File: config.mk
export PLATFORM = sky130hd
export DESIGN_NAME = imu_frame_builder
export DESIGN_NICKNAME = d
export VERILOG_FILES = /design/src/rtl/imu_frame_builder.sv
export SDC_FILE = /design/constraint.sdc
export NUM_CORES = 1
export LEC_CHECK = 0
export CORE_MARGIN = 3
export CORE_UTILIZATION = 42
export CTS_CLUSTER_DIAMETER = 150
export CTS_CLUSTER_SIZE = 25
export DETAILED_ROUTE_END_ITERATION = 8
export GPL_ROUTABILITY_DRIVEN = 0
export SYNTH_ARGS = -nofsm -noshare
export SYNTH_HDL_FRONTEND = slang
export SYNTH_SLANG_ARGS = --single-unit
File: constraint.sdc
create_clock -name clk -period 6.2 [get_ports clk]
set_input_delay 1.55 -clock clk [delete_from_list [all_inputs] [get_ports clk]]
set_output_delay 1.55 -clock clk [all_outputs]
set_load 0.005 [all_outputs]
File: src/rtl/imu_frame_builder.sv
// -----------------------------------------------------------------------------
// imu_frame_builder
//
// Snapshot/frame buffer that sits between N IMU controllers and the MCU SPI
// slave. Each sensor's latest quaternion and gyro samples are held in shadow
// registers, together with freshness flags, staleness counters and an 8-bit
// quaternion sequence number. A snap_req copies every sensor, one per cycle,
// into the back bank of a double-buffered frame. When the copy is complete
// and the MCU is not reading, the banks swap. The MCU only ever reads the
// front bank, so a frame can never tear.
//
// Frame record for sensor i starts at byte 16*i:
//   b0      {qfresh, gfresh, qstale, gstale, 4'b0}
//   b1      seq[i]
//   b2..9   quat w, x, y, z (MSB first)
//   b10..15 gyro x, y, z    (MSB first)
//
// Ports
//   clk           system clock
//   rst_n         asynchronous active-low reset
//   quat_valid    per-sensor 1-cycle quaternion strobe
//   quat_w/x/y/z  packed quaternion components, sensor i at [16i+15:16i]
//   gyro_valid    per-sensor 1-cycle gyro strobe
//   gyro_x/y/z    packed gyro components, sensor i at [16i+15:16i]
//   snap_req      1-cycle pulse requesting a snapshot
//   rd_lock       high while the MCU reads a frame; holds off the bank swap
//   rd_addr       frame byte address
//   rd_data       frame byte, one cycle after rd_addr
//   snap_busy     high from an accepted snap_req until the swap completes
//   snap_done     1-cycle pulse on bank swap
//   snap_overrun  1-cycle pulse one cycle after a snap_req dropped while busy
//   frame_count   number of completed swaps, wraps
//   any_stale     OR of all per-sensor stale flags
// -----------------------------------------------------------------------------
module imu_frame_builder #(
    parameter int N_SENSORS    = 2,
    parameter int STALE_CYCLES = 300000,
    parameter int FRAME_CNT_W  = 8
) (
    input  logic                             clk,
    input  logic                             rst_n,
    input  logic [N_SENSORS-1:0]             quat_valid,
    input  logic [N_SENSORS*16-1:0]          quat_w,
    input  logic [N_SENSORS*16-1:0]          quat_x,
    input  logic [N_SENSORS*16-1:0]          quat_y,
    input  logic [N_SENSORS*16-1:0]          quat_z,
    input  logic [N_SENSORS-1:0]             gyro_valid,
    input  logic [N_SENSORS*16-1:0]          gyro_x,
    input  logic [N_SENSORS*16-1:0]          gyro_y,
    input  logic [N_SENSORS*16-1:0]          gyro_z,
    input  logic                             snap_req,
    input  logic                             rd_lock,
    input  logic [$clog2(N_SENSORS*16)-1:0]  rd_addr,
    output logic [7:0]                       rd_data,
    output logic                             snap_busy,
    output logic                             snap_done,
    output logic                             snap_overrun,
    output logic [FRAME_CNT_W-1:0]           frame_count,
    output logic                             any_stale
);

    localparam int FRAME_BYTES = N_SENSORS * 16;
    localparam int ADDR_W      = $clog2(FRAME_BYTES);
    localparam int K_W         = (N_SENSORS > 1) ? $clog2(N_SENSORS) : 1;
    localparam int CNT_W       = $clog2(STALE_CYCLES + 1);

    localparam logic [CNT_W-1:0] STALE_MAX = CNT_W'(STALE_CYCLES);
    localparam logic [K_W-1:0]   K_LAST    = K_W'(N_SENSORS - 1);

    typedef enum logic [1:0] {
        ST_IDLE,
        ST_COPY,
        ST_SWAP
    } state_t;

    // Shadow registers: latest sample per sensor.
    logic [15:0]          r_qw   [N_SENSORS];
    logic [15:0]          r_qx   [N_SENSORS];
    logic [15:0]          r_qy   [N_SENSORS];
    logic [15:0]          r_qz   [N_SENSORS];
    logic [15:0]          r_gx   [N_SENSORS];
    logic [15:0]          r_gy   [N_SENSORS];
    logic [15:0]          r_gz   [N_SENSORS];
    logic [7:0]           r_seq  [N_SENSORS];
    logic [CNT_W-1:0]     r_qcnt [N_SENSORS];
    logic [CNT_W-1:0]     r_gcnt [N_SENSORS];
    logic [N_SENSORS-1:0] r_qfresh;
    logic [N_SENSORS-1:0] r_gfresh;

    // Snapshot FSM and frame storage.
    state_t               r_state;
    logic [K_W-1:0]       r_k;
    logic                 r_front;
    logic [7:0]           r_bank [2][FRAME_BYTES];

    logic [N_SENSORS-1:0] w_qstale;
    logic [N_SENSORS-1:0] w_gstale;
    logic [N_SENSORS-1:0] w_copy_sel;
    logic [7:0]           w_rec [16];

    // -------------------------------------------------------------------------
    // Per-sensor status decode
    // -------------------------------------------------------------------------
    always_comb begin
        // NOTE: every always_comb output gets a default first so no path can
        // leave it unassigned and infer a latch.
        w_qstale   = '0;
        w_gstale   = '0;
        w_copy_sel = '0;
        for (int i = 0; i < N_SENSORS; i++) begin
            w_qstale[i]   = (r_qcnt[i] == STALE_MAX);
            w_gstale[i]   = (r_gcnt[i] == STALE_MAX);
            w_copy_sel[i] = (r_state == ST_COPY) && (r_k == K_W'(i));
        end
    end

    assign any_stale = (|w_qstale) | (|w_gstale);
    assign snap_busy = (r_state != ST_IDLE);

    // -------------------------------------------------------------------------
    // Shadow capture, freshness and staleness
    // -------------------------------------------------------------------------
    always_ff @(posedge clk or negedge rst_n) begin
        if (!rst_n) begin
            r_qfresh <= '0;
            r_gfresh <= '0;
            for (int i = 0; i < N_SENSORS; i++) begin
                r_qw[i]   <= '0;
                r_qx[i]   <= '0;
                r_qy[i]   <= '0;
                r_qz[i]   <= '0;
                r_gx[i]   <= '0;
                r_gy[i]   <= '0;
                r_gz[i]   <= '0;
                r_seq[i]  <= '0;
                // Channels report stale until their first strobe arrives.
                r_qcnt[i] <= STALE_MAX;
                r_gcnt[i] <= STALE_MAX;
            end
        end else begin
            for (int i = 0; i < N_SENSORS; i++) begin
                // NOTE: non-blocking assignments, and the last one in program
                // order wins, so a strobe in the same cycle as the copy of
                // this sensor leaves its fresh flag set.
                if (w_copy_sel[i]) begin
                    r_qfresh[i] <= 1'b0;
                    r_gfresh[i] <= 1'b0;
                end

                if (quat_valid[i]) begin
                    r_qw[i]     <= quat_w[16*i +: 16];
                    r_qx[i]     <= quat_x[16*i +: 16];
                    r_qy[i]     <= quat_y[16*i +: 16];
                    r_qz[i]     <= quat_z[16*i +: 16];
                    r_qfresh[i] <= 1'b1;
                    r_seq[i]    <= r_seq[i] + 8'd1;
                    r_qcnt[i]   <= '0;
                end else if (r_qcnt[i] != STALE_MAX) begin
                    r_qcnt[i]   <= r_qcnt[i] + CNT_W'(1);
                end

                if (gyro_valid[i]) begin
                    r_gx[i]     <= gyro_x[16*i +: 16];
                    r_gy[i]     <= gyro_y[16*i +: 16];
                    r_gz[i]     <= gyro_z[16*i +: 16];
                    r_gfresh[i] <= 1'b1;
                    r_gcnt[i]   <= '0;
                end else if (r_gcnt[i] != STALE_MAX) begin
                    r_gcnt[i]   <= r_gcnt[i] + CNT_W'(1);
                end
            end
        end
    end

    // -------------------------------------------------------------------------
    // Record for the sensor currently being copied (pre-update shadow values)
    // -------------------------------------------------------------------------
    always_comb begin
        w_rec[0]  = {r_qfresh[r_k], r_gfresh[r_k], w_qstale[r_k], w_gstale[r_k], 4'b0000};
        w_rec[1]  = r_seq[r_k];
        w_rec[2]  = r_qw[r_k][15:8];
        w_rec[3]  = r_qw[r_k][7:0];
        w_rec[4]  = r_qx[r_k][15:8];
        w_rec[5]  = r_qx[r_k][7:0];
        w_rec[6]  = r_qy[r_k][15:8];
        w_rec[7]  = r_qy[r_k][7:0];
        w_rec[8]  = r_qz[r_k][15:8];
        w_rec[9]  = r_qz[r_k][7:0];
        w_rec[10] = r_gx[r_k][15:8];
        w_rec[11] = r_gx[r_k][7:0];
        w_rec[12] = r_gy[r_k][15:8];
        w_rec[13] = r_gy[r_k][7:0];
        w_rec[14] = r_gz[r_k][15:8];
        w_rec[15] = r_gz[r_k][7:0];
    end

    // -------------------------------------------------------------------------
    // Snapshot FSM: copy one sensor per cycle into the back bank, then swap
    // once the MCU releases rd_lock.
    // -------------------------------------------------------------------------
    always_ff @(posedge clk or negedge rst_n) begin
        if (!rst_n) begin
            r_state      <= ST_IDLE;
            r_k          <= '0;
            r_front      <= 1'b0;
            frame_count  <= '0;
            snap_done    <= 1'b0;
            snap_overrun <= 1'b0;
            // NOTE: the frame banks are reset on purpose: after reset the MCU
            // must read zeros, never stale contents of a half-built frame.
            for (int b = 0; b < 2; b++) begin
                for (int a = 0; a < FRAME_BYTES; a++) begin
                    r_bank[b][a] <= '0;
                end
            end
        end else begin
            snap_done    <= 1'b0;
            snap_overrun <= snap_req && (r_state != ST_IDLE);

            case (r_state)
                ST_IDLE: begin
                    if (snap_req) begin
                        r_state <= ST_COPY;
                        r_k     <= '0;
                    end
                end

                ST_COPY: begin
                    for (int j = 0; j < 16; j++) begin
                        r_bank[~r_front][ADDR_W'(int'(r_k) * 16 + j)] <= w_rec[j];
                    end
                    if (r_k == K_LAST) begin
                        r_state <= ST_SWAP;
                    end else begin
                        r_k <= r_k + K_W'(1);
                    end
                end

                ST_SWAP: begin
                    if (!rd_lock) begin
                        r_front     <= ~r_front;
                        frame_count <= frame_count + FRAME_CNT_W'(1);
                        snap_done   <= 1'b1;
                        r_state     <= ST_IDLE;
                    end
                end

                default: r_state <= ST_IDLE;
            endcase
        end
    end

    // -------------------------------------------------------------------------
    // Front-bank read port, one cycle latency; out-of-range reads return 0.
    // -------------------------------------------------------------------------
    always_ff @(posedge clk or negedge rst_n) begin
        if (!rst_n) begin
            rd_data <= '0;
        end else if ({1'b0, rd_addr} < (ADDR_W + 1)'(FRAME_BYTES)) begin
            rd_data <= r_bank[r_front][rd_addr];
        end else begin
            rd_data <= '0;
        end
    end

endmodule

==> impl_metrics.ini, run 1 <==
[run_status]
outcome = finished, final reports clean

[synthesis]
synth_async_sr_flop_share_pct = 100.0
syn-cell-area_um2 = 20750
yosysSeqAreaShare_pct = 56.62
syn_avg_cell_area_um2 = 12.04
synth_edf_count = 0
yosys_warnings = 0
synth_cell_types = 64
syn_inst = 1724
ys_ff_latch = 468
synthFlopType = dfrtp_1
syn_nets = 1971

[global_route]
grt_pass1_wl_um = 73800
grt_max_degree = 132
grtUsageTotal_pct = 17.32
antenna_found_initial = 1
overflow = 0
grt_pass1_vias = 13400

[power_and_ir_drop]
peakVddDrop_uv = 185.1
p_leak_nw = 10.00
p_seq_share_pct = 52.0
p_clk_share_pct = 19.4
p_sw_share_pct = 30.40
p_switching_mw = 2.628
power_density_nw_per_um2 = 370.8
power.total_mw = 8.644
internal-power_mw = 6.016
combPwrFrac_pct = 28.7

[setup_path]
cp_slowest_stage_delay_ns = 0.58
crit_path_top_delay_cell = clkdlybuf4s50_1
cpMostUsedCell = nor4b_1
start_kind = flop
endpoint_kind = output port
crit_required_ns = 4.65
cp_cell_sequence = inv_1 > ha_1 > nor4b_1 > nor4b_1 > nand4_1 > o2111ai_1 > clkdlybuf4s50_1
path_class = flop to output port
cp_max_fo = 5
cp.arrival_ns = 3.25

[final_layout]
final_cell_area_um2 = 23310
diodes = 0
final_util_pct = 48.32
finalNetCount = 2049
stdcell_count = 2474
drive_gt1_share_pct = 20.90
syn_to_final_growth_pct = 12.34

[sta]
post-route-period-util_pct = 77.39
timing.hold.ws_ns = 0.4788
setup_slack_ns = 1.402
rsz0062_at_grt = false
slew_viol_final = 0
slew_headroom_pct = 34.99
setup-tns-final_ns = 0
worst_pin_slew_ns = 0.9752
setup_viol = 0
skew_ns = 0.009353
fin_crit_ns = 4.798
hold_viol = 0
max_freq_ghz = 0.2084

[job]
cap_violations = 0

[placement]
dp.cells = 2434
hpwlAfterDp_um = 28730
port_buffers = 144
preCtsSetupSlack_ns = 1.931
place_area_um2 = 22670

[worst_hold_path]
hold_path.class = flop to flop

[floorplan]
die_w_um = 228.3
fp.coreArea_um2 = 48250
die_h_um = 228.3
initial_core_util_pct = 43.02
placementRows = 80
io_pins = 257
die_area_um2 = 52120

[cts]
cts_root_buffer = clkbuf_16
htreeDepth = 1
clkSlewWorstSetupHoldPaths_ns = 0.10
clockBufferDepth = 3
clk_latency_ns = 0.56
post_cts_resized = 0
post_cts_buffers = 0
cts_hold_buf = 0
numCtsBuffers = 22
clock-sinks = 468
tritoncts = yes

[route]
dr.pass1.iters = 5
vias = 13130
drtAntennaViolNets = 0
drt-wirelength-per-cell_um = 18.35
via_per_inst = 5.308
wirelength_um = 45390
first_iter_violations = 902
drc = 0
## power groups by stage
stage	Combinational [mW]	Clock, mW	Sequential [mW]
detailed placement	2.51	0	4.55
global route	2.74	1.85	4.61
global placement	2.45	0	4.50
floorplan	1.93	0	4.32
finish	2.48	1.67	4.49
CTS	2.52	1.75	4.49
## cells in the final DEF, fill, tap and decap left out, types with 16 or more instances in the layout
| cell type | n |
|---|---|
| a21oi_1 | 34 |
| clkbuf_1 | 16 |
| clkbuf_16 | 23 |
| clkdlybuf4s50_1 | 140 |
| dfrtp_1 | 435 |
| dfstp_2 | 32 |
| inv_1 | 25 |
| mux2_2 | 245 |
| mux2i_1 | 17 |
| mux4_2 | 50 |
| nand2_1 | 403 |
| nand3_1 | 34 |
| nand4_1 | 22 |
| nor2_1 | 52 |
| nor3_1 | 16 |
| o21ai_0 | 20 |
| xnor2_1 | 30 |
| xor2_1 | 27 |
## worst paths after layout
check                      slack, ns  cells after the start   startpoint          end
setup / recovery                1.40                      7   r_qcnt[19]    any_stale
hold / removal                  0.48                      2  r_bank[425]  r_bank[425]
setup reg to reg                3.02                      3      r_front  r_bank[226]
hold reg to reg                 0.48                      2  r_bank[425]  r_bank[425]
max in group asynchronous       3.81                      2        rst_n      r_front
min in group asynchronous       1.04                      1        rst_n     r_qz[28]
## critical path: cells and delay by family, from the launching register on
kind	cells	cell delay, ns
flip-flops	1	0.45
adder cells (fa/ha/maj)	1	0.14
AND/OR/NAND/NOR	3	1.15
AO/OA/AOI/OAI	1	0.27
buffers and inverters	2	0.68
## cells in the mapped netlist, types with 15 or more instances
cell type	n	area share, %
a21oi_1	34	0.82
buf_2	34	0.82
clkbuf_1	45	0.81
dfrtp_1	436	53
dfstp_2	32	4.1
inv_1	25	0.45
mux2_2	245	13
mux2i_1	17	0.82
mux4_2	50	5.4
nand2_1	404	7.3
nand3_1	34	0.82
nand4_1	22	0.66
nor2_1	52	0.94
nor3_1	16	0.39
nor4_1	15	0.45
o21ai_0	20	0.48
xnor2_1	30	1.3
xor2_1	27	1.1
## sequential cells by signal, summed over array words and instances, names as in the netlist, 2 cells and up
signal,flops
r_gx,16
r_seq,8
r_gy,16
r_qcnt,38
rd_data,8
r_qy,16
r_gcnt,38
r_qx,16
frame_count,8
r_gz,16
r_state,2
r_qw,16
r_qz,16
r_bank,248
## cell type report
type                    count  area [µm²]
clock buffers              39       635.6
clock inverters             1       8.758
fillers                  4383       24930
inverters                  25       93.84
multi-input cells        1130        8444
flip-flops and latches    468       11760
well taps                 656       820.8
repair buffers            155        1556
## per-layer routing
metal  share of wire (%)  track usage, %  vias to the layer above
met1                  48           25.44                     6747
met4                 1.6           3.216                        2
met2                  47           27.98                      200
met5               0.024               0                        -
met3                 3.4           2.243                       43
li1                    -               -                     6140
## kinds of logic after synthesis
group | synth area share [%]
DFF | 56.62
AOI/OAI and AO/OA | 3.274
muxes | 20.30
and+or+nand+nor | 13.98
xor gates and xnor gates | 2.406
adders and majority gates | 0.6029
buffers and inverters | 2.815
Power figures use the tool's default switching activity.
==> run 2, diff against run 1 <==
- clock period: 6.2 -> 4.5 ns (I/O delays scaled with it)
==> run 2 against run 1 <==
  * Non-clock buffer count rose by 12
  * Highest routed layer unchanged
  * Largest cell class unchanged
  * Worst hold slack got worse by 0.0014 ns
  * Routed wire length rose by 0.83%
  * Sequential power rose by 38%
  * Largest power group unchanged
==> impl_metrics.ini, run 2 (synthesis results as in run 1) <==
[route]
via_per_inst = 5.291
drt-wirelength-per-cell_um = 18.41
wirelength_um = 45770
first_iter_violations = 952
dr.pass1.iters = 5
drtAntennaViolNets = 0
drc = 0
vias = 13150

[cts]
post_cts_buffers = 0
clk_latency_ns = 0.57
htreeDepth = 1
numCtsBuffers = 22
cts_hold_buf = 0
cts_root_buffer = clkbuf_16
tritoncts = yes
clkSlewWorstSetupHoldPaths_ns = 0.10
clockBufferDepth = 3
clock-sinks = 468
post_cts_resized = 0

[power_and_ir_drop]
peakVddDrop_uv = 310.8
p_leak_nw = 10.08
power_density_nw_per_um2 = 509.1

[setup_path]
crit_required_ns = 3.38
cp.arrival_ns = 3.15
start_kind = flop
endpoint_kind = output port
path_class = flop to output port
cp_max_fo = 5

[final_layout]
finalNetCount = 2061
n_fill_cell = 4371
mostFrequentLayoutCells = 435 x dfrtp_1, 403 x nand2_1, 245 x mux2_2, 140 x clkdlybuf4s50_1, 52 x nor2_1
syn_to_final_growth_pct = 13.08
stdcell_count = 2486
mostFrequentLayoutCell = dfrtp_1
drive_gt1_share_pct = 21.42
diodes = 0
largest_reg_flops = 248
regMostFlops = r_bank
multi_input_area_um2 = 8444
largest_registers = r_bank (248), r_gcnt (38), r_qcnt (38)
regArea_um2 = 11760

[sta]
max_freq_ghz = 0.2337
skew_ns = 0.01591
setup-tns-final_ns = 0
setup_slack_ns = 0.2214
hold_viol = 0
slew_viol_final = 0
fin_crit_ns = 4.279
rsz0062_at_grt = false
setup_viol = 0
worst_pin_slew_ns = 0.9607
post-route-period-util_pct = 95.08
slew_headroom_pct = 35.96

[floorplan]
die_w_um = 228.3
fp.coreArea_um2 = 48250
die_h_um = 228.3
initial_core_util_pct = 43.02
io_pins = 257
die_area_um2 = 52120
placementRows = 80

[global_route]
grt_pass1_vias = 13410
grt_pass1_wl_um = 74660
grt_max_degree = 127
overflow = 0
antenna_found_initial = 2
grtUsageTotal_pct = 17.49

[job]
cap_violations = 0

[placement]
preCtsSetupSlack_ns = 0.7958
dp.cells = 2446
hpwlAfterDp_um = 29920
port_buffers = 144

[worst_hold_path]
hold_path.class = flop to flop

[run_status]
outcome = finished, final reports clean
run 2: cell count changes in the layout (fill, tap and decap cells not counted):
cell	change
buf_12	+5
buf_4	+7
run 2: cell type report:
class / instances / share of cell area, %
Sequential cell: 468 / 50.09
Clock inverter: 1 / 0.03732
Multi-Input combinational cell: 1130 / 35.98
Timing Repair Buffer: 167 / 7.283
Clock buffer: 39 / 2.708
Tap cell: 656 / 3.498
Inverter: 25 / 0.3999
run 2: worst max-delay path: stages, from the launching register on:
cell	delay, ns
dfrtp_1	0.45
inv_1	0.10
ha_1	0.15
nor4b_1	0.33
nor4b_1	0.30
buf_4	0.19
nand4_1	0.23
o2111ai_1	0.27
clkdlybuf4s50_1	0.58
run 2: through the flow:
| step | power [mW] | utilization, % | instance area, µm² | hold slack, ns |
|---|---|---|---|---|
| after floorplan | 8.619 | - | 20750 | 0.4376 |
| after global placement | 9.603 | 47.31 | 22820 | 0.4496 |
| after global routing | 12.72 | 48.64 | 23470 | 0.4993 |
| after CTS | 12.12 | 48.64 | 23470 | 0.4820 |
| final | 11.95 | 48.64 | 23470 | 0.4774 |
| after detailed placement | 9.767 | 47.31 | 22820 | 0.4571 |
run 2: final timing paths:
check / start / slack [ns] / depth (start not counted) / to
max: r_qcnt[19] / 0.22 / 8 / any_stale
min: r_bank[448] / 0.48 / 2 / r_bank[448]
max reg2reg: r_front / 1.83 / 4 / rd_data[3]
min reg2reg: r_bank[448] / 0.48 / 2 / r_bank[448]
max in group asynchronous: rst_n / 2.91 / 2 / r_qcnt[6]
min in group asynchronous: rst_n / 0.59 / 1 / r_bank[172]
run 2: per-layer routing:
layer  vias to the layer above  global-route usage, %  part of all wire (%)
met5                         -                 0.2757                 0.055
met4                         4                  3.236                   1.8
met3                        47                  2.044                   3.0
met2                       195                  28.92                    48
met1                      6757                  25.20                    47
li1                       6151                      -                     -
run 2: power breakdown:
group | total, mW | internal [mW] | leakage (nW) | switching, mW
logic | 3.43 | 1.91 | 4.06 | 1.52
registers | 6.21 | 5.43 | 5.71 | 0.779
clock network | 2.31 | 0.976 | 0.307 | 1.33
==> run 3, diff against run 2 <==
- CORE_UTILIZATION: 42 -> 40
==> run 3 against run 2 <==
  * First-iteration DRC count is 5.4% lower
  * Sequential cell count stayed put
  * Die area is 4.9% higher
  * Non-clock buffer count stayed put
  * Worst hold slack better by 0.0014 ns
  * Final area hardly changed
  * Global-route usage is 0.53 points lower
  * Clock skew is 0.0023 ns lower
  * Clock power hardly changed
  * Sequential power hardly changed
==> impl_metrics.ini, run 3 (synthesis results as in run 1) <==
[floorplan]
io_pins = 257
die_area_um2 = 54650
die_h_um = 233.8
initial_core_util_pct = 40.95
placementRows = 82
fp.coreArea_um2 = 50680
die_w_um = 233.8

[sta]
max_freq_ghz = 0.2372
rsz0062_at_grt = false
slew_headroom_pct = 30.85
setup-tns-final_ns = 0
fin_crit_ns = 4.216
worst_pin_slew_ns = 1.037
hold_viol = 0
setup_slack_ns = 0.2843
post-route-period-util_pct = 93.68
slew_viol_final = 0
skew_ns = 0.01357
setup_viol = 0

[power_and_ir_drop]
p_sw_share_pct = 30.36
p_clk_share_pct = 19.4
p_leak_nw = 10.09
peakVddDrop_uv = 239.8
combPwrFrac_pct = 28.7
internal-power_mw = 8.316
p_switching_mw = 3.626
power_density_nw_per_um2 = 508.9
p_seq_share_pct = 52.0

[setup_path]
cp_slowest_stage_delay_ns = 0.57
cp.arrival_ns = 3.09
cp_top_family = simple AND/OR/NAND/NOR gates
worstReg2RegStart = r_state[0]
reg2reg_slack_ns = 1.77
cp_max_fo = 5
start_kind = flop
crit_path_top_delay_cell = clkdlybuf4s50_1
rr_endpoint = r_bank[426]
endpoint_kind = output port
cp_cell_sequence = inv_1 > ha_1 > nor4b_1 > nor4b_2 > nand4_1 > o2111ai_1 > clkdlybuf4s50_1
crit_required_ns = 3.38
crit_buf_inv = 2
path_class = flop to output port
reg2reg_depth = 5

[global_route]
grt_pass1_wl_um = 74390
grt_pass1_vias = 13620
antenna_found_initial = 0
overflow = 0
grt_max_degree = 112
grtUsageTotal_pct = 16.95

[placement]
dp.cells = 2462
hpwlAfterDp_um = 30180
preCtsSetupSlack_ns = 0.6448
place_area_um2 = 22820
port_buffers = 144

[cts]
cts_hold_buf = 0
htreeDepth = 1
clk_latency_ns = 0.57
clkSlewWorstSetupHoldPaths_ns = 0.11
numCtsBuffers = 22
post_cts_resized = 1
post_cts_buffers = 0
cts_root_buffer = clkbuf_16
clock-sinks = 468
tritoncts = yes
clockBufferDepth = 3

[route]
drtAntennaViolNets = 0
wirelength_um = 46010
drt-wirelength-per-cell_um = 18.40
via_per_inst = 5.276
vias = 13200
first_iter_violations = 901
drc = 0
dr.pass1.iters = 5

[final_layout]
mostFrequentLayoutCells = 435 x dfrtp_1, 403 x nand2_1, 245 x mux2_2, 139 x clkdlybuf4s50_1, 52 x nor2_1
stdcell_count = 2501
drive_gt1_share_pct = 21.54
final_cell_area_um2 = 23470
largest_reg_flops = 248
finalNetCount = 2061
syn_to_final_growth_pct = 13.07
mostFrequentLayoutCell = dfrtp_1
largest_registers = r_bank (248), r_gcnt (38), r_qcnt (38)
regMostFlops = r_bank
diodes = 0

[worst_hold_path]
whs_path_depth = 2
min-delay-start = r_bank[464]
min_to = r_bank[464]
hold_path.class = flop to flop

[job]
cap_violations = 0

[run_status]
outcome = finished, final reports clean
==> run 3: changes by cell type in the layout (fill, tap and decap cells not counted), sizes merged <==
| cell | previous run | this run |
|---|---|---|
| buf | 27 | 28 |
| clkbuf | 39 | 38 |
| clkdlybuf4s50 | 140 | 139 |
==> run 3: metrics by stage <==
stage / hold WS [ns] / power, mW / util, %
floorplan: 0.4376 / 8.619 / -
global placement: 0.4489 / 9.587 / 45.02
detailed placement: 0.4576 / 9.761 / 45.02
CTS: 0.4824 / 12.10 / 46.30
global route: 0.4934 / 12.69 / 46.30
finish: 0.4788 / 11.94 / 46.30
==> run 3: worst max path at each step <==
stage | start | endpoint | slack [ns] | cells past startpoint
global placement | r_qcnt[19] | any_stale | 0.66 | 7
CTS | r_qcnt[19] | any_stale | 0.22 | 7
floorplan | r_qcnt[4] | any_stale | 1.61 | 4
global route | r_qcnt[19] | any_stale | 0.03 | 7
finish | r_qcnt[19] | any_stale | 0.28 | 7
detailed placement | r_qcnt[19] | any_stale | 0.64 | 7
==> run 3: area by class of cell <==
class	count	area (µm²)
Clock buffer	38	631.9
Clock inverter	1	8.758
Fill cell	4639	27220
Inverter	25	93.84
Multi-Input combinational cell	1130	8442
Sequential cell	468	11760
Tap cell	672	840.8
Timing Repair Buffer	167	1694
==> run 3: tightest hold or removal path, delay by kind of cell (launching register included) <==
kind | cells | cell delay, ns
flops | 1 | 0.35
simple gates | 2 | 0.10
==> run 3: power groups by stage <==
stage	logic, mW	registers (mW)	clock network [mW]
floorplan	2.67	5.95	0
global placement	3.37	6.22	0
detailed placement	3.47	6.29	0
CTS	3.47	6.21	2.41
global route	3.78	6.37	2.54
finish	3.42	6.21	2.31
==> run 3: routing by layer <==
layer / part of all wire [%] / global-route usage, %
met2: 47 / 27.44
met1: 47 / 24.59
met4: 1.9 / 3.615
met5: 0 / 0
met3: 4.0 / 2.259
